<file path="src/rtl/outclk_pkg.sv">
`default_nettype none
//==============================================================================
// Module : outclk_pkg
// Types and command-byte field positions shared by out_clk_div_ctrl.
// Rev    : 1.0  initial release
//==============================================================================
package outclk_pkg;

  typedef enum logic [1:0] {
    MODE_OFF  = 2'b00,
    MODE_INT  = 2'b01,
    MODE_EXT  = 2'b10,
    MODE_HOLD = 2'b11
  } mode_e;

  typedef enum logic [0:0] {
    ST_IDLE     = 1'b0,
    ST_WAIT_DIV = 1'b1
  } pstate_e;

  localparam int c_HDR_BIT     = 7;
  localparam int c_CH_MSB      = 6;
  localparam int c_CH_LSB      = 4;
  localparam int c_MODE_MSB    = 3;
  localparam int c_MODE_LSB    = 2;
  localparam int c_GLB_REALIGN = 0;
  localparam int c_GLB_CLRERR  = 1;

`ifdef OUTCLK_STATUS_EN
  localparam logic [1:0] c_QUERY_CODE = 2'b11;
`endif

endpackage
`default_nettype wire

</file>
<file path="src/rtl/outclk_chan.sv">
`default_nettype none
//==============================================================================
// Module : outclk_chan
// One divided-clock channel: counter, pending config, apply logic, outputs.
// Rev    : 1.0  initial release
//==============================================================================
module outclk_chan
  import outclk_pkg::*;
#(
  parameter int DIV_W = 8
) (
  input  logic             i_clk,
  input  logic             i_rst_n,
  input  logic             i_ext_tick,
  input  logic             i_wr,
  input  mode_e            i_wmode,
  input  logic [DIV_W-1:0] i_wdiv,
  input  logic             i_realign,
  output logic             o_clk,
  output logic             o_ce,
`ifdef OUTCLK_STATUS_EN
  output logic [1:0]       o_mode,
`endif
  output logic             o_pend
);

  mode_e            r_mode;
  mode_e            r_pmode;
  logic [DIV_W-1:0] r_div;
  logic [DIV_W-1:0] r_pdiv;
  logic [DIV_W-1:0] r_cnt;
  logic             r_clk;
  logic             r_ce;
  logic             r_pend;

  logic w_tick;
  logic w_wrap;
  logic w_now;
  logic w_apply;

  assign w_tick  = (r_mode == MODE_INT) || ((r_mode == MODE_EXT) && i_ext_tick);
  assign w_wrap  = w_tick && (r_cnt == r_div);
  assign w_now   = (r_mode == MODE_OFF) || (r_mode == MODE_HOLD) || (r_pmode == MODE_OFF);
  // A running channel only switches on its falling wrap, so no runt high phase.
  assign w_apply = r_pend && (w_now || (w_wrap && r_clk));

  always_ff @(posedge i_clk or negedge i_rst_n) begin
    if (!i_rst_n) begin
      r_mode  <= MODE_OFF;
      r_pmode <= MODE_OFF;
      r_div   <= '0;
      r_pdiv  <= '0;
      r_cnt   <= '0;
      r_clk   <= 1'b0;
      r_ce    <= 1'b0;
      r_pend  <= 1'b0;
    end else begin
      r_ce <= 1'b0;
      if (i_wr) begin
        r_pend  <= 1'b1;
        r_pmode <= i_wmode;
        r_pdiv  <= i_wdiv;
      end else if (w_apply) begin
        r_pend <= 1'b0;
      end

      if (w_apply) begin
        r_mode <= r_pmode;
        r_div  <= r_pdiv;
        if (!((r_mode == MODE_HOLD) && (r_pmode == MODE_HOLD))) begin
          r_cnt <= '0;
          r_clk <= 1'b0;
        end
      end else begin
        case (r_mode)
          MODE_OFF: begin
            r_cnt <= '0;
            r_clk <= 1'b0;
          end
          MODE_INT, MODE_EXT: begin
            if (w_wrap) begin
              r_cnt <= '0;
              r_clk <= ~r_clk;
              r_ce  <= ~r_clk;
            end else if (w_tick) begin
              r_cnt <= r_cnt + 1'b1;
            end
          end
          MODE_HOLD: ;
          default: ;
        endcase
      end

      if (i_realign) begin
        r_cnt <= '0;
        r_clk <= 1'b0;
        r_ce  <= 1'b0;
      end
    end
  end

  assign o_clk  = r_clk;
  assign o_ce   = r_ce;
  assign o_pend = r_pend;
`ifdef OUTCLK_STATUS_EN
  assign o_mode = r_mode;
`endif

endmodule
`default_nettype wire

</file>
<file path="src/rtl/out_clk_div_ctrl.sv">
`default_nettype none
//==============================================================================
// Module : out_clk_div_ctrl
// N_CH divided clocks/enables with a byte-wide command parser.
// Optional status query output enabled by macro OUTCLK_STATUS_EN.
// Rev    : 1.0  initial release
//==============================================================================
module out_clk_div_ctrl
  import outclk_pkg::*;
#(
  parameter int N_CH  = 3,
  parameter int DIV_W = 8
) (
  input  logic            CLKin,
  input  logic            RSTn,
  input  logic [7:0]      cmd,
  input  logic            wcmd,
  input  logic            ext_tick,
  output logic [N_CH-1:0] clk_out,
  output logic [N_CH-1:0] ce_out,
  output logic [N_CH-1:0] pend,
`ifdef OUTCLK_STATUS_EN
  output logic [7:0]      stat,
`endif
  output logic            err
);

  localparam logic [3:0] c_NCH = 4'(N_CH);

  pstate_e    r_state;
  logic [2:0] r_ch;
  mode_e      r_hmode;
  logic       r_err;

  logic w_is_hdr;
  logic w_div_wr;
  logic w_realign;
  logic w_ch_bad;

  assign w_is_hdr  = cmd[c_HDR_BIT];
  assign w_div_wr  = wcmd && (r_state == ST_WAIT_DIV);
  assign w_realign = wcmd && (r_state == ST_IDLE) && !w_is_hdr && cmd[c_GLB_REALIGN];
  assign w_ch_bad  = {1'b0, r_ch} >= c_NCH;

`ifdef OUTCLK_STATUS_EN
  logic [1:0] w_mode [N_CH];
  logic [7:0] w_stat_nxt;
  logic [7:0] r_stat;
  logic       w_query;
  logic       w_q_bad;

  assign w_query = cmd[1:0] == c_QUERY_CODE;
  assign w_q_bad = {1'b0, cmd[c_CH_MSB:c_CH_LSB]} >= c_NCH;

  // Out-of-range channels match no index and read back as zero.
  always_comb begin
    w_stat_nxt = 8'h00;
    for (int i = 0; i < N_CH; i++) begin
      if (cmd[c_CH_MSB:c_CH_LSB] == 3'(i)) begin
        w_stat_nxt = {pend[i], w_mode[i], clk_out[i], 4'h0};
      end
    end
  end

  assign stat = r_stat;
`endif

  always_ff @(posedge CLKin or negedge RSTn) begin
    if (!RSTn) begin
      r_state <= ST_IDLE;
      r_ch    <= '0;
      r_hmode <= MODE_OFF;
      r_err   <= 1'b0;
`ifdef OUTCLK_STATUS_EN
      r_stat  <= 8'h00;
`endif
    end else begin
      case (r_state)
        ST_IDLE: begin
          if (wcmd) begin
            if (w_is_hdr) begin
`ifdef OUTCLK_STATUS_EN
              if (w_query) begin
                r_stat <= w_stat_nxt;
                if (w_q_bad) r_err <= 1'b1;
              end else begin
                r_ch    <= cmd[c_CH_MSB:c_CH_LSB];
                r_hmode <= mode_e'(cmd[c_MODE_MSB:c_MODE_LSB]);
                r_state <= ST_WAIT_DIV;
              end
`else
              r_ch    <= cmd[c_CH_MSB:c_CH_LSB];
              r_hmode <= mode_e'(cmd[c_MODE_MSB:c_MODE_LSB]);
              r_state <= ST_WAIT_DIV;
`endif
            end else if (cmd[c_GLB_CLRERR]) begin
              r_err <= 1'b0;
            end
          end
        end
        ST_WAIT_DIV: begin
          // Any byte here is the divisor, even one with the header bit set.
          if (wcmd) begin
            if (w_ch_bad) r_err <= 1'b1;
            r_state <= ST_IDLE;
          end
        end
        default: r_state <= ST_IDLE;
      endcase
    end
  end

  for (genvar g = 0; g < N_CH; g++) begin : g_chan
    outclk_chan #(
      .DIV_W(DIV_W)
    ) u_chan (
      .i_clk      (CLKin),
      .i_rst_n    (RSTn),
      .i_ext_tick (ext_tick),
      .i_wr       (w_div_wr && (r_ch == 3'(g))),
      .i_wmode    (r_hmode),
      .i_wdiv     (cmd[DIV_W-1:0]),
      .i_realign  (w_realign),
      .o_clk      (clk_out[g]),
      .o_ce       (ce_out[g]),
`ifdef OUTCLK_STATUS_EN
      .o_mode     (w_mode[g]),
`endif
      .o_pend     (pend[g])
    );
  end

  assign err = r_err;

endmodule
`default_nettype wire

</file>
<file path="config.mk">
export PLATFORM = sky130hd
export DESIGN_NAME = out_clk_div_ctrl
export DESIGN_NICKNAME = d
export VERILOG_FILES = /design/src/rtl/outclk_pkg.sv /design/src/rtl/outclk_chan.sv /design/src/rtl/out_clk_div_ctrl.sv
export SDC_FILE = /design/constraint.sdc
export NUM_CORES = 1
export LEC_CHECK = 0
export BUFFER_PORTS_ARGS = -buffer_cell sky130_fd_sc_hd__buf_2
export CAP_MARGIN = 20
export CORE_ASPECT_RATIO = 2
export CORE_MARGIN = 2
export CORE_UTILIZATION = 61
export DETAILED_ROUTE_END_ITERATION = 16
export GPL_TIMING_DRIVEN = 0
export PLACE_DENSITY = 0.79
export SLEW_MARGIN = 20
export SYNTH_ARGS = -nofsm -noshare
export SYNTH_HDL_FRONTEND = slang
export SYNTH_HIERARCHICAL = 1
export SYNTH_SLANG_ARGS = --single-unit
</file>
<file path="constraint.sdc">
create_clock -name CLKin -period 2.45 [get_ports CLKin]
set_clock_uncertainty 0.15 [all_clocks]
set_input_delay 0.49 -clock CLKin [delete_from_list [all_inputs] [get_ports CLKin]]
set_output_delay 0.49 -clock CLKin [all_outputs]
set_load 0.1 [all_outputs]
</file>
# Word level (Yosys, flattened, before mapping)
# Cells that the tools add are included.
[word_totals]
ff_bits = 100
input_bits = 12
output_inout_bits = 10
word_cells = 187
[op_classes]
n_addsub = 3
n_lt_le_gt_ge = 1
eq_ne = 31
muxes = 61
bitwise = 4
reduce_logical = 59
[ops]
columns = ["op", "n"]
rows = [
  ["8-bit two-way mux", 15],
  ["8-bit one-hot mux with 2 select lines", 3],
  ["1-bit two-way mux", 38],
  ["8-bit by 1-bit adder with 8-bit output, second input constant", 3],
  ["8-bit == test", 3],
  ["1-bit logical AND", 22],
  ["3-bit AND reduction", 7],
  ["2-bit == test, second input constant", 9],
  ["2-bit zero test", 6],
  ["1-bit logical OR", 12],
  ["4-bit nonzero test", 3],
  ["5-bit by 2-bit inequality test with 1-bit output, second input constant", 2],
  ["1-bit one-hot mux with 2 select lines", 5],
  ["2-bit inequality test, second input constant", 4],
  ["4-bit by 2-bit inequality test with 1-bit output, second input constant", 2],
  ["2-bit by 1-bit == test with 1-bit output, second input constant", 3],
  ["3-bit inequality test, second input constant", 2],
  ["2-bit nonzero test", 3],
  ["2-bit OR reduction", 3],
  ["5-bit by 1-bit inequality test with 1-bit output, second input constant", 1],
  ["5-bit AND reduction", 1],
  ["4-bit by 1-bit inequality test with 1-bit output, second input constant", 1],
  ["1-bit inverter", 4],
  ["3-bit by 1-bit == test with 1-bit output, second input constant", 1],
  ["other kinds (6)", 6],
]

# Longest topological paths before layout
# Gate-level depths: netlist of run 1.
[logic_depth]
word_depth = 9
mapped_depth = 7
depth_no_buf = 7

# Modules after synthesis
# The synthesis of run 1 kept the hierarchy.
[modules_own_cells]
columns = ["mod", "instances", "cells_per_inst", "area_each_um2", "seq_area_each_um2"]
rows = [
  ["outclk_chan", 3, 137, 1542.7, 775.7],
  ["out_clk_div_ctrl", 1, 25, 324.1, 175.2],
]

# Worst setup path before layout of run 1
# Ideal clock, no wire load.
[synth_timing]
path_type = "register to register"
startpoint = "register g_chan[2].u_chan.r_pend"
endpoint = "register g_chan[2].u_chan.r_div[0]"
setup_time_ns = 0.125
t_arrival_ns = 2.018
required_time_ns = 2.175
setup_slack_ns = 0.157
stages_incl_launch_ff = 5
n_path_buf = 1
period_less_slack_ns = 2.293
path_cell_list = "dfrtp_1 -> clkbuf_1 -> nand2_1 -> o21ai_4 -> mux2_2"
[synth_via]
elab_chain_cells = 1
[synth_lines]
columns = ["element", "line", "source"]
rows = [
  ["start, declared", "outclk_chan.sv:34", "logic r_pend;"],
  ["start signal, assigned", "outclk_chan.sv:56", "r_pend <= 1'b0;"],
  ["start signal, assigned", "outclk_chan.sv:60", "r_pend <= 1'b1;"],
  ["start signal, assigned", "outclk_chan.sv:64", "r_pend <= 1'b0;"],
  ["1-bit logical AND", "outclk_chan.sv:45", "assign w_apply = r_pend && (w_now || (w_wrap && r_clk));"],
  ["end signal, assigned", "outclk_chan.sv:69", "r_div <= r_pdiv;"],
  ["end, declared", "outclk_chan.sv:29", "logic [DIV_W-1:0] r_div;"],
]
# No other way between the ends.
# A chain may end at the register's enable or synchronous reset.

# Worst setup path in the final report of run 1
[layout_timing]
startpoint = "register g_chan[1].u_chan.r_mode[0]"
endpoint = "register g_chan[1].u_chan.r_cnt[5]"
[layout_via]
elab_chain_cells = 9
elab_cells_between_ends = 22
cone_classes = "eq/ne (5); mux (4); reduce/logical (13)"
[layout_lines]
columns = ["element", "line", "source"]
rows = [
  ["start, declared", "outclk_chan.sv:27", "mode_e r_mode;"],
  ["start signal, assigned", "outclk_chan.sv:68", "r_mode <= r_pmode;"],
  ["2-bit == test", "outclk_chan.sv:41, outclk_chan.sv:75", ""],
  ["1-bit logical AND", "outclk_chan.sv:41", "assign w_tick = (r_mode == MODE_INT) || ((r_mode == MODE_EXT) && i_ext_tick);"],
  ["1-bit logical OR", "outclk_chan.sv:41", ""],
  ["1-bit logical AND", "outclk_chan.sv:42", "assign w_wrap = w_tick && (r_cnt == r_div);"],
  ["1-bit logical AND", "outclk_chan.sv:45", ""],
  ["1-bit logical OR", "outclk_chan.sv:45", ""],
  ["1-bit logical AND", "outclk_chan.sv:45", ""],
  ["5-bit by 2-bit inequality test with 1-bit output (no line), or another cell as far along", "-", ""],
  ["3-bit AND reduction (no line) or 8-bit two-way mux (tied branches)", "-", ""],
  ["end signal, assigned", "outclk_chan.sv:86", "r_cnt <= r_cnt + 1'b1;"],
  ["end, declared", "outclk_chan.sv:31", "logic [DIV_W-1:0] r_cnt;"],
]
# Several ways; a longest one is shown, not always the timed one.

==> metrics.md, run 1 <==
| Metric | Value |
|---|---|
| Min Hold Slack | `0.305 ns` |
| Total CTS buffers | `9` |
| WP data required | `2.55 ns` |
| Mapped Area | `0.00495 sq mm` |
| Root Driver | `clkbuf_16` |
| Count of pins over their slew limit | `0` |
| HP Class | `in2reg` |
| Crit path kind | `reg2reg` |
| Total core area | `approximately 0.0079 sq mm` |
| Floorplan row count | `46` |
| Max-slew headroom | `58.3%` |
| Critical Path Max Stage Delay | `0.39 ns` |
| Largest family of logic cells by synthesized area | `simple AND/OR/NAND/NOR gates` |
| Final worst slack | `0.120 ns` |
| Max Cap Viol | `0` |
| Initial DRC Count | `252` |
| Initial antenna violation count | `0` |
| Clock Latency Late Sink | `0.34 ns` |
| Die W | `67.7 um` |
| CP cell instances | `inv_1 > ha_1 > o21bai_1 > a311oi_2 > a21oi_1 > o21bai_1 > o211ai_1` |
| CTS max path bufs | `2` |
| CTS sink cnt | `100` |
| Worst setup EP type | `register` |
| Met3 Track Usage GR | `3.85%` |
| Clock-pin slew on the worst setup and hold paths | `0.07 ns` |
| Post-synthesis compound-gate area fraction | `around 11%` |
| Syn avg cell area | `approximately 11 sq um` |
| Residual DRC count | `0` |
| CP max-delay cell | `dfrtp_1` |
| Worst R2R Start | `g_chan[1].u_chan/r_mode[0]$_DFFE_PN0P_` |
| VDD IR max | `0.767 mV` |
| Register Area | `between 0.002 and 0.003 sq mm` |
| Worst Path Arrival | `2.43 ns` |
| Total GRT Usage | `between 20% and 30%` |
| Grt met1 use | `around 29%` |
| EDFF count, synth | `0` |
| Critical Path Source Type | `register` |
| Post-synthesis mux area share | `roughly 13%` |
| Placed insts | `555` |
| Largest net degree at the start of global routing | `86` |
| Gr busiest metal | `met2` |
| Leak | `2.54 nW` |
| XOR/XNOR Fraction of Synth Area | `4.24%` |
| GRT overflow | `0` |
| Remaining antenna violation count | `0` |
| Die area | `approximately 0.0089 sq mm` |
| Most frequent cells in the layout | `dfrtp_1 (100), mux2_2 (59), inv_1 (37)` |
| Fin util | `roughly 72%` |
| Die height | `between 100 and 150 um` |
| Avg Vias per Cell | `6.17` |
| Layout cells sized above 1 | `25.9%` |
| F_max | `0.429 GHz` |
| Area of the multi-input gates | `between 0.002 and 0.0025 sq mm` |
| # diodes | `0` |
| CTS tree | `built` |
| Top cell by count, worst path | `o21bai_1` |
| Primary FF master, synth | `dfrtp_1` |
| CP max FO | `8` |
| Setup slack, reg-to-reg | `0.12 ns` |
| Synth Warn # | `6` |
| First-pass GRT wire length | `17400 um` |
| Worst slew pin tran | `0.624 ns` |
| HP Start | `wcmd` |
| Fin. Hold Viols | `0` |
| Final setup violation count | `0` |
| Status | `completed` |
| Cells after Synth | `436` |
| Async set-reset flop share out of synthesis | `100%` |
| Dpl hpwl | `between 7000 and 8000 um` |
| # IOs | `22` |
| Final Cycle Share | `95.1%` |
| Fillers | `roughly 530` |
| Vias post-DR | `3539` |
| Placer Congestion | `around 0.85` |
| Routing usage on met2 | `45.9%` |
| Pre-antenna DRT Iters | `4` |
| PD cells | `1020 mW/mm^2` |
| Yosys reg bits | `100` |
| Synth cell types | `31` |
| Crit path time final | `2.33 ns` |
| Sequential cell area fraction in the yosys report | `50.5%` |
| Nets | `497` |
| Non-Filler Instances | `574` |
| RSZ-0062 raised after global routing | `true` |
| Post-synthesis net count | `460` |
| Syn-to-layout area delta | `13.9%` |
| H-Tree Depth | `3` |
| Routed WL | `10400 um` |
| Leading cell type in the layout, fill and taps excluded | `dfrtp_1` |
| Synth Area in Simple Gates | `14.1%` |
| Number of port buffers | `21` |
| CP Launch Point | `g_chan[1].u_chan/r_mode[0]$_DFFE_PN0P_` |
| Post-Synth Adder-Cell Area | `3.03%` |
| Vias in the first global route | `3657` |
| Post-place setup slack | `-0.146 ns` |
| Initial cell density of the core | `around 63%` |
| Detailed-route wire length per cell | `18.2 um` |
state kept, by name, summed over array words and instances, names as in the netlist:
| signal | count |
|---|---|
| g_chan.u_chan/r_cnt | 24 |
| g_chan.u_chan/r_pdiv | 24 |
| g_chan.u_chan/r_div | 24 |
| r_state | 1 |
| r_hmode | 2 |
| g_chan.u_chan/o_clk | 3 |
| err | 1 |
| g_chan.u_chan/r_pmode | 6 |
| g_chan.u_chan/o_pend | 3 |
| g_chan.u_chan/o_ce | 3 |
| r_ch | 3 |
| g_chan.u_chan/r_mode | 6 |
routing by layer:
metal | routed length [um] | up-vias
met1 | 3830 | 1798
met2 | 6070 | 61
met4 | 297 | 0
met3 | 246 | 19
li1 | - | 1661
met5 | 0 | -
per-stage QoR:
step                TNS (ns)  area (sq um)  total power (W)
floorplan                  0          4950          0.00370
global placement      -43.80          5180          0.00404
detailed placement     -1.57          5220          0.00416
CTS                        0          5570          0.00574
global route          -0.128          5640          0.00606
finish                     0          5640          0.00575
final timing paths:
path / to / cells after the start
hold reg to reg: g_chan[2].u_chan/r_div[6]$_DFFE_PN0P_ / 1
hold / removal: r_state$_DFF_PN0_ / 2
max in group asynchronous: g_chan[1].u_chan/r_div[2]$_DFFE_PN0P_ / 3
setup / recovery: g_chan[1].u_chan/r_cnt[5]$_DFFE_PN0P_ / 7
min in group asynchronous: g_chan[0].u_chan/r_pmode[1]$_DFFE_PN0P_ / 2
setup reg to reg: g_chan[1].u_chan/r_cnt[5]$_DFFE_PN0P_ / 7
worst max-delay path: cells and delay by family, from the launching register on:
kind | cells | cell delay, ns
AOI/OAI and AO/OA | 5 | 1.26
adders and majority gates | 1 | 0.37
buffers and inverters | 1 | 0.08
DFF | 1 | 0.39
area by class of cell:
cell class	instances	share of cell area, %
Sequential cell	100	44.4
Clock inverter	7	1.86
Timing Repair Buffer	26	3.22
Tap cell	96	2.13
Buffer	9	0.665
Inverter	37	2.46
Multi-Input combinational cell	290	41.3
Clock buffer	9	3.99
synth_stat cells (all sizes together) (7+ instances only):
cell	count	share of area, %
ha	12	3.0
mux2	59	13
inv	37	2.8
nor3	7	0.71
nand2	19	1.4
a21oi	13	1.3
nand3b	14	2.3
nand3	34	3.7
dfrtp	100	51
nand4	9	1.1
o211ai	27	4.1
o21ai	14	2.1
nor2	15	1.1
xor2	24	4.2
report_power, final:
| part | switching (W) | internal (W) |
|---|---|---|
| clock | 0.000640 | 0.000911 |
| sequential | 0.000375 | 0.00214 |
| combinational | 0.000964 | 0.000726 |
timing repair:
| action | CTS | global route |
|---|---|---|
| cloned | 0 | 0 |
| hold buffers | 1 | 0 |
| buffers inserted | 0 | 2 |
| resized for setup | 1 | 10 |
| endpoints found under the hold margin | 15 | 0 |
| pin swaps | 0 | 4 |
| setup endpoints to repair | 7 | 32 |
cells by family after synthesis:
kind of cell               after synthesis
and+or+nand+nor                        119
DFF                                    100
AOI/OAI and AO/OA                       76
muxes                                   59
buffers and inverters                   46
xor gates and xnor gates                24
adders and majority gates               12
Note: power is estimated with default switching activity, not from simulation.
==> inputs of run 2 (changes only) <==
- CORE_UTILIZATION: 61 -> 25
- PLACE_DENSITY: 0.79 -> not set
==> run 2 against run 1 <==
Against the previous run: critical endpoint is now g_chan[0].u_chan/r_div[6]$_DFFE_PN0P_; final cell count increased by 29%; largest power group unchanged; sequential power barely moved; critical path type unchanged; combinational power down 2%; sequential share of layout area down 1.2 points; clock power is 9.7% lower; routed wire length rose by 4.0%; maximum frequency grew 0.27%; design area grew 2.8%.
==> metrics.md, run 2 (synthesis gave the netlist of run 1 again) <==
| Metric | Value |
|---|---|
| CP Launch Point | `g_chan[0].u_chan/r_cnt[4]$_DFFE_PN0P_ (was g_chan[1].u_chan/r_mode[0]$_DFFE_PN0P_)` |
| Clock share of power | `25.3% (was 27.0%)` |
| Vias in the first global route | `3714 (was 3657)` |
| Vias post-DR | `3473 (was 3539)` |
| Total core area | `0.0194 sq mm (was 0.00789 sq mm)` |
| CP bufs+invs | `0 (was 1)` |
| VDD IR max | `0.442 mV (was 0.767 mV)` |
| Max Cap Viol | `0 (unchanged)` |
| GRT overflow | `0 (unchanged)` |
| Worst Path Arrival | `2.41 ns (was 2.43 ns)` |
| Leading cell type in the layout, fill and taps excluded | `dfrtp_1 (unchanged)` |
| Total CTS buffers | `9 (unchanged)` |
| Initial cell density of the core | `25.6% (was 62.8%)` |
| Final setup violation count | `0 (unchanged)` |
| Avg Vias per Cell | `4.71 (was 6.17)` |
| Clock Latency Late Sink | `0.35 ns (was 0.34 ns)` |
| Total GRT Usage | `10.9% (was 25.8%)` |
| Non-Filler Instances | `738 (was 574)` |
| Die W | `104 um (was 67.7 um)` |
| Count of pins over their slew limit | `0 (unchanged)` |
| CTS sink cnt | `100 (unchanged)` |
| Fillers | `1983 (was 532)` |
| F_max | `0.430 GHz (was 0.429 GHz)` |
| Crit path kind | `reg2reg (unchanged)` |
| Max-slew headroom | `58.5% (was 58.3%)` |
| Most frequent cells in the layout | `dfrtp_1 (100), mux2_2 (59), inv_1 (37) (unchanged)` |
| Number of port buffers | `21 (unchanged)` |
| HP Class | `in2reg (unchanged)` |
| Layout cells sized above 1 | `25.7% (was 25.9%)` |
| Net load switching power | `0.00198 W (about the same)` |
| Status | `completed (unchanged)` |
| Worst slew pin tran | `0.623 ns (was 0.624 ns)` |
| Clock-pin slew on the worst setup and hold paths | `0.08 ns (was 0.07 ns)` |
| Crit path time final | `2.32 ns (was 2.33 ns)` |
| Nets | `498 (was 497)` |
| Sw Ratio | `35.6% (was 34.4%)` |
| Largest registers | `g_chan.u_chan/r_cnt x24, g_chan.u_chan/r_div x24, g_chan.u_chan/r_pdiv x24 (unchanged)` |
| Largest net degree at the start of global routing | `77 (was 86)` |
| Final Cycle Share | `94.9% (was 95.1%)` |
| Worst R2R Start | `g_chan[0].u_chan/r_cnt[4]$_DFFE_PN0P_ (was g_chan[1].u_chan/r_mode[0]$_DFFE_PN0P_)` |
| Placed insts | `717 (was 555)` |
| Initial antenna violation count | `0 (unchanged)` |
| CTS tree | `built (unchanged)` |
| Pre-antenna DRT Iters | `4 (unchanged)` |
| Top cell family by delay on the critical path | `simple AND/OR/NAND/NOR gates (was compound AO/OA/AOI/OAI gates)` |
| H-Tree Depth | `3 (unchanged)` |
| PD cells | `957 mW/mm^2 (was 1020 mW/mm^2)` |
| Worst setup EP type | `register (unchanged)` |
| Final Cell Area | `0.00580 sq mm (was 0.00564 sq mm)` |
| Routed WL | `10900 um (was 10400 um)` |
| WP data required | `2.53 ns (was 2.55 ns)` |
| Floorplan row count | `72 (was 46)` |
| Dpl hpwl | `8000 um (was 7340 um)` |
| CTS max path bufs | `2 (unchanged)` |
| Leak | `2.53 nW (was 2.54 nW)` |
| Critical Path Max Stage Delay | `0.47 ns (was 0.39 ns)` |
| Seq pwr share | `45.0% (was 43.7%)` |
| Placed inst area | `0.00543 sq mm (was 0.00522 sq mm)` |
| P_int | `0.00357 W (was 0.00377 W)` |
| Remaining antenna violation count | `0 (unchanged)` |
| HP Start | `wcmd (unchanged)` |
| Detailed-route wire length per cell | `14.7 um (was 18.2 um)` |
| Syn-to-layout area delta | `17.1% (was 13.9%)` |
| Initial DRC Count | `156 (was 252)` |
| # diodes | `0 (unchanged)` |
| # IOs | `22 (unchanged)` |
| CP max FO | `10 (was 8)` |
| Placer Congestion | `0.798 (was 0.852)` |
| Die area | `0.0210 sq mm (was 0.00890 sq mm)` |
| Combinational Power Share | `29.7% (was 29.4%)` |
| Residual DRC count | `0 (unchanged)` |
| CP max-delay cell | `dfrtp_1 (unchanged)` |
| CP cell instances | `xor2_1 > nor4_2 > nand3b_2 > o21ai_4 > mux2_2 (was inv_1 > ha_1 > o21bai_1 > a311oi_2 > a21oi_1 > o21bai_1 > o211ai_1)` |
| Root Driver | `clkbuf_16 (unchanged)` |
| Fin. Hold Viols | `0 (unchanged)` |
| Critical Path Source Type | `register (unchanged)` |
| First-pass GRT wire length | `18300 um (was 17400 um)` |
| Die height | `203 um (was 131 um)` |
[run 2: cell types whose count changed in the layout (fill, tap and decap cells not counted)]
| cell | delta |
|---|---|
| nor2_2 | -2 |
| a311oi_4 | -1 |
| buf_4 | +2 |
| clkinv_4 | +2 |
| buf_2 | -1 |
| clkinvlp_4 | -1 |
| bufinv_16 | -2 |
| o21ai_1 | -2 |
| a311oi_2 | +1 |
| nor2_1 | +2 |
| o21ai_0 | +2 |
| inv_8 | +1 |
[run 2: worst paths after layout]
check,end,cells past startpoint,slack (ns)
worst max register to register,g_chan[0].u_chan/r_div[6]$_DFFE_PN0P_,5,0.13
max in group asynchronous,g_chan[2].u_chan/o_pend$_DFFE_PN0P_,3,1.08
worst min-delay path,r_state$_DFF_PN0_,2,0.29
min in group asynchronous,g_chan[0].u_chan/r_cnt[4]$_DFFE_PN0P_,2,0.41
worst min register to register,g_chan[2].u_chan/r_div[2]$_DFFE_PN0P_,1,0.36
worst max-delay path,g_chan[0].u_chan/r_div[6]$_DFFE_PN0P_,5,0.13
[run 2: repair_timing]
| item | CTS | global route |
|---|---|---|
| cloned | 0 | 0 |
| hold endpoints to repair | 24 | 0 |
| hold buffers | 1 | 0 |
| pin swaps | 0 | 4 |
| endpoints found under the setup margin | 1 | 23 |
| resized for setup | 1 | 4 |
| buffers inserted | 0 | 4 |
[run 2: final cells by class]
type	instances	area, sq um	share of cell area [%]
Inverter	37	139	2.39
Sequential cell	100	2500	43.1
Multi-Input combinational cell	290	2310	39.9
Timing Repair Buffer	27	191	3.30
Clock buffer	9	225	3.88
Tap cell	259	324	5.59
Buffer	9	37.5	0.647
Clock inverter	7	66.3	1.14
[run 2: metal layers]
metal	track usage [%]	share of wire, %
met5	0	0
met4	7.05	4.2
met3	1.64	2.1
met2	20.4	55
met1	11.3	38
[run 2: power by group through the flow]
| stage | Sequential, W | Clock, W | Combinational, W |
|---|---|---|---|
| after floorplan | 0.00250 | 0 | 0.00120 |
| after global placement | 0.00252 | 0 | 0.00154 |
| after detailed placement | 0.00254 | 0 | 0.00162 |
| after CTS | 0.00251 | 0.00146 | 0.00163 |
| after global routing | 0.00258 | 0.00152 | 0.00182 |
| final | 0.00250 | 0.00140 | 0.00165 |
[run 2: metrics by stage]
| step | worst slack (ns) | utilization [%] | setup TNS [ns] | hold WS (ns) | power, W |
|---|---|---|---|---|---|
| finish | 0.126 | 29.9 | 0 | 0.285 | 0.00555 |
| global route | -0.0397 | 29.9 | -0.100 | 0.296 | 0.00591 |
| CTS | 0.0193 | 29.6 | 0 | 0.268 | 0.00560 |
| detailed placement | -0.225 | 28.0 | -4.32 | 0.221 | 0.00416 |
| global placement | -1.30 | 27.8 | -63.93 | 0.335 | 0.00405 |
| floorplan | 0.157 | - | 0 | 0.0444 | 0.00370 |
==> inputs of run 3 (changes only) <==
- SLEW_MARGIN: 20 -> not set
- clock period: 2.45 -> 1.95 ns (I/O delays scaled with it)
==> run 3 against run 2 <==
Against the previous run: the flow now finishes with violations (negative setup slack); sequential share of layout area fell by 5.7 points; design area up 17%; total power increased by 52%; utilization increased by 5.0 points; routed wire length increased by 14%; via count increased by 10%; critical endpoint is now g_chan[1].u_chan/r_div[7]$_DFFE_PN0P_.
==> metrics.md, run 3 (synthesis gave the netlist of run 1 again) <==
| Metric | Value |
|---|---|
| Status | `finished with violations (was completed)` |
| Failing checks | `negative setup slack` |
| PD cells | `1240 mW/mm^2 (was 957 mW/mm^2)` |
| Worst slew pin tran | `0.514 ns (was 0.623 ns)` |
| Syn-to-layout area delta | `36.6% (was 17.1%)` |
| Total GRT Usage | `11.7% (was 10.9%)` |
| Reg2Reg Depth | `6 (was 5)` |
| Layout cells sized above 1 | `44.5% (was 25.7%)` |
| Initial antenna violation count | `0 (unchanged)` |
| First-pass GRT wire length | `19800 um (was 18300 um)` |
| Placed insts | `717 (unchanged)` |
| Count of pins over their slew limit | `0 (unchanged)` |
| Crit path time final | `2.08 ns (was 2.32 ns)` |
| Clock-pin slew on the worst setup and hold paths | `0.07 ns (was 0.08 ns)` |
| Vias post-DR | `3837 (was 3473)` |
| Final Cycle Share | `107% (was 94.9%)` |
| CTS max path bufs | `2 (unchanged)` |
| GRT overflow | `0 (unchanged)` |
| H-Tree Depth | `3 (unchanged)` |
| Crit path kind | `reg2reg (unchanged)` |
| Number of port buffers | `21 (unchanged)` |
| Total CTS buffers | `9 (unchanged)` |
| Detailed-route wire length per cell | `15.6 um (was 14.7 um)` |
| Die height | `203 um (unchanged)` |
| Final worst slack | `-0.132 ns (was 0.126 ns)` |
| # IOs | `22 (unchanged)` |
| Critical Path Source Type | `register (unchanged)` |
| WP data required | `2.03 ns (was 2.53 ns)` |
| Min Hold Slack | `0.177 ns (was 0.285 ns)` |
| CP max FO | `9 (was 10)` |
| Fin. Hold Viols | `0 (unchanged)` |
| CTS tree | `built (unchanged)` |
| Grt met1 use | `12.0% (was 11.3%)` |
| Worst setup EP type | `register (unchanged)` |
| Pre-antenna DRT Iters | `4 (unchanged)` |
| Nets | `554 (was 498)` |
| Most frequent cells in the layout | `dfrtp_1 (83), buf_4 (55), mux2_2 (42) (was dfrtp_1 (100), mux2_2 (59), inv_1 (37))` |
| Leak | `2.92 nW (was 2.53 nW)` |
| CP bufs+invs | `1 (was 0)` |
| F_max | `0.480 GHz (was 0.430 GHz)` |
| Avg Vias per Cell | `4.83 (was 4.71)` |
| Root Driver | `clkbuf_16 (unchanged)` |
| Vias in the first global route | `4007 (was 3714)` |
| Setup slack, reg-to-reg | `-0.13 ns (was 0.13 ns)` |
| Final setup violation count | `40 (was 0)` |
| Tot Pwr | `0.00842 W (was 0.00555 W)` |
| Non-Filler Instances | `794 (was 738)` |
| Fillers | `1888 (was 1983)` |
| Max-slew headroom | `65.7% (was 58.5%)` |
| HP Class | `in2reg (unchanged)` |
| Clock Latency Late Sink | `0.35 ns (about the same)` |
| Gr busiest metal | `met2 (unchanged)` |
| Floorplan row count | `72 (unchanged)` |
| Worst setup endpoint | `g_chan[1].u_chan/r_div[7]$_DFFE_PN0P_ (was g_chan[0].u_chan/r_div[6]$_DFFE_PN0P_)` |
| Dpl hpwl | `8110 um (was 8000 um)` |
| Remaining antenna violation count | `0 (unchanged)` |
| Total core area | `0.0194 sq mm (unchanged)` |
| FF-to-FF End | `g_chan[1].u_chan/r_div[7]$_DFFE_PN0P_ (was g_chan[0].u_chan/r_div[6]$_DFFE_PN0P_)` |
| Critical Path Max Stage Delay | `0.44 ns (was 0.47 ns)` |
| Fin util | `34.9% (was 29.9%)` |
| CP Launch Point | `g_chan[1].u_chan/r_cnt[0]$_DFFE_PN0P_ (was g_chan[0].u_chan/r_cnt[4]$_DFFE_PN0P_)` |
| Routing usage on met2 | `22.7% (was 20.4%)` |
| Routed WL | `12400 um (was 10900 um)` |
| Top cell family by delay on the critical path | `simple AND/OR/NAND/NOR gates (unchanged)` |
| Die area | `0.0210 sq mm (unchanged)` |
| Largest net degree at the start of global routing | `65 (was 77)` |
| CTS sink cnt | `100 (unchanged)` |
| Largest registers | `g_chan.u_chan/r_cnt x24, g_chan.u_chan/r_div x24, g_chan.u_chan/r_pdiv x24 (unchanged)` |
| Residual DRC count | `0 (unchanged)` |
| Initial DRC Count | `157 (was 156)` |
| Leading cell type in the layout, fill and taps excluded | `dfrtp_1 (unchanged)` |
| Placer Congestion | `0.821 (was 0.798)` |
| CP cell instances | `xor2_2 > nor4_4 > nand3b_4 > o21ai_4 > buf_12 > mux2_2 (was xor2_1 > nor4_2 > nand3b_2 > o21ai_4 > mux2_2)` |
| Initial cell density of the core | `25.6% (unchanged)` |
| Max Cap Viol | `0 (unchanged)` |
| VDD IR max | `0.662 mV (was 0.442 mV)` |
| Worst Path Arrival | `2.16 ns (was 2.41 ns)` |
| Met3 Track Usage GR | `1.25% (was 1.64%)` |
| Worst R2R Start | `g_chan[1].u_chan/r_cnt[0]$_DFFE_PN0P_ (was g_chan[0].u_chan/r_cnt[4]$_DFFE_PN0P_)` |
| Die W | `104 um (unchanged)` |
| CP max-delay cell | `dfrtp_2 (was dfrtp_1)` |
| WP depth | `6 (was 5)` |
| RSZ-0062 raised after global routing | `true` |
| # diodes | `0 (unchanged)` |
==> run 3: final cells by class <==
type	instances	area, sq um	area share (%)
multi-input cells	290	2750	40.6
clock inverters	6	53.8	0.795
flip-flops and latches	100	2530	37.4
inverters	37	139	2.05
well taps	259	324	4.79
clock buffers	10	239	3.53
repair buffers	84	677	10.0
plain buffers	8	55.1	0.814
==> run 3: worst min path at each step <==
stage                                                 startpoint                                    end  slack (ns)  cells past startpoint
after floorplan                                             RSTn                        err$_DFFE_PN0P_       -0.06                      0
after global placement    g_chan[0].u_chan/r_pdiv[4]$_DFFE_PN0P_  g_chan[0].u_chan/r_div[4]$_DFFE_PN0P_        0.34                      1
after detailed placement                                    RSTn  g_chan[0].u_chan/r_cnt[6]$_DFFE_PN0P_        0.24                      1
after CTS                                                   wcmd                      r_state$_DFF_PN0_        0.15                      2
after global routing                                        wcmd                      r_state$_DFF_PN0_        0.19                      2
final                                                       wcmd                      r_state$_DFF_PN0_        0.18                      2
==> run 3: routing by layer <==
layer | wire length, um | up-vias
met5 | 0 | -
met3 | 283 | 28
met2 | 7020 | 90
met1 | 4580 | 1960
met4 | 472 | 0
li1 | - | 1759
==> run 3: timing repair <==
item	4_1_cts	5_1_grt
pin swaps	23	26
endpoints found under the setup margin	84	70
hold buffers	1	0
hold endpoints to repair	36	0
setup buffers	41	20
gates resized for setup	67	41
==> run 3: metrics by stage <==
step	worst slack [ns]	instance area (sq um)	TNS, ns
6_report	-0.132	6770	-2.75
4_1_cts	-0.145	6450	-2.74
2_1_floorplan	-0.0633	5010	-1.79
3_5_place_dp	-0.667	5470	-29.48
5_1_grt	-0.172	6770	-5.74
3_3_place_gp	-0.996	5440	-92.50
==> run 3: power by group <==
part	internal [W]	total, W	switching, W
sequential	0.00269	0.00324	0.000548
combinational	0.00179	0.00342	0.00163
clock	0.000924	0.00176	0.000835
total	0.00541	0.00842	0.00301
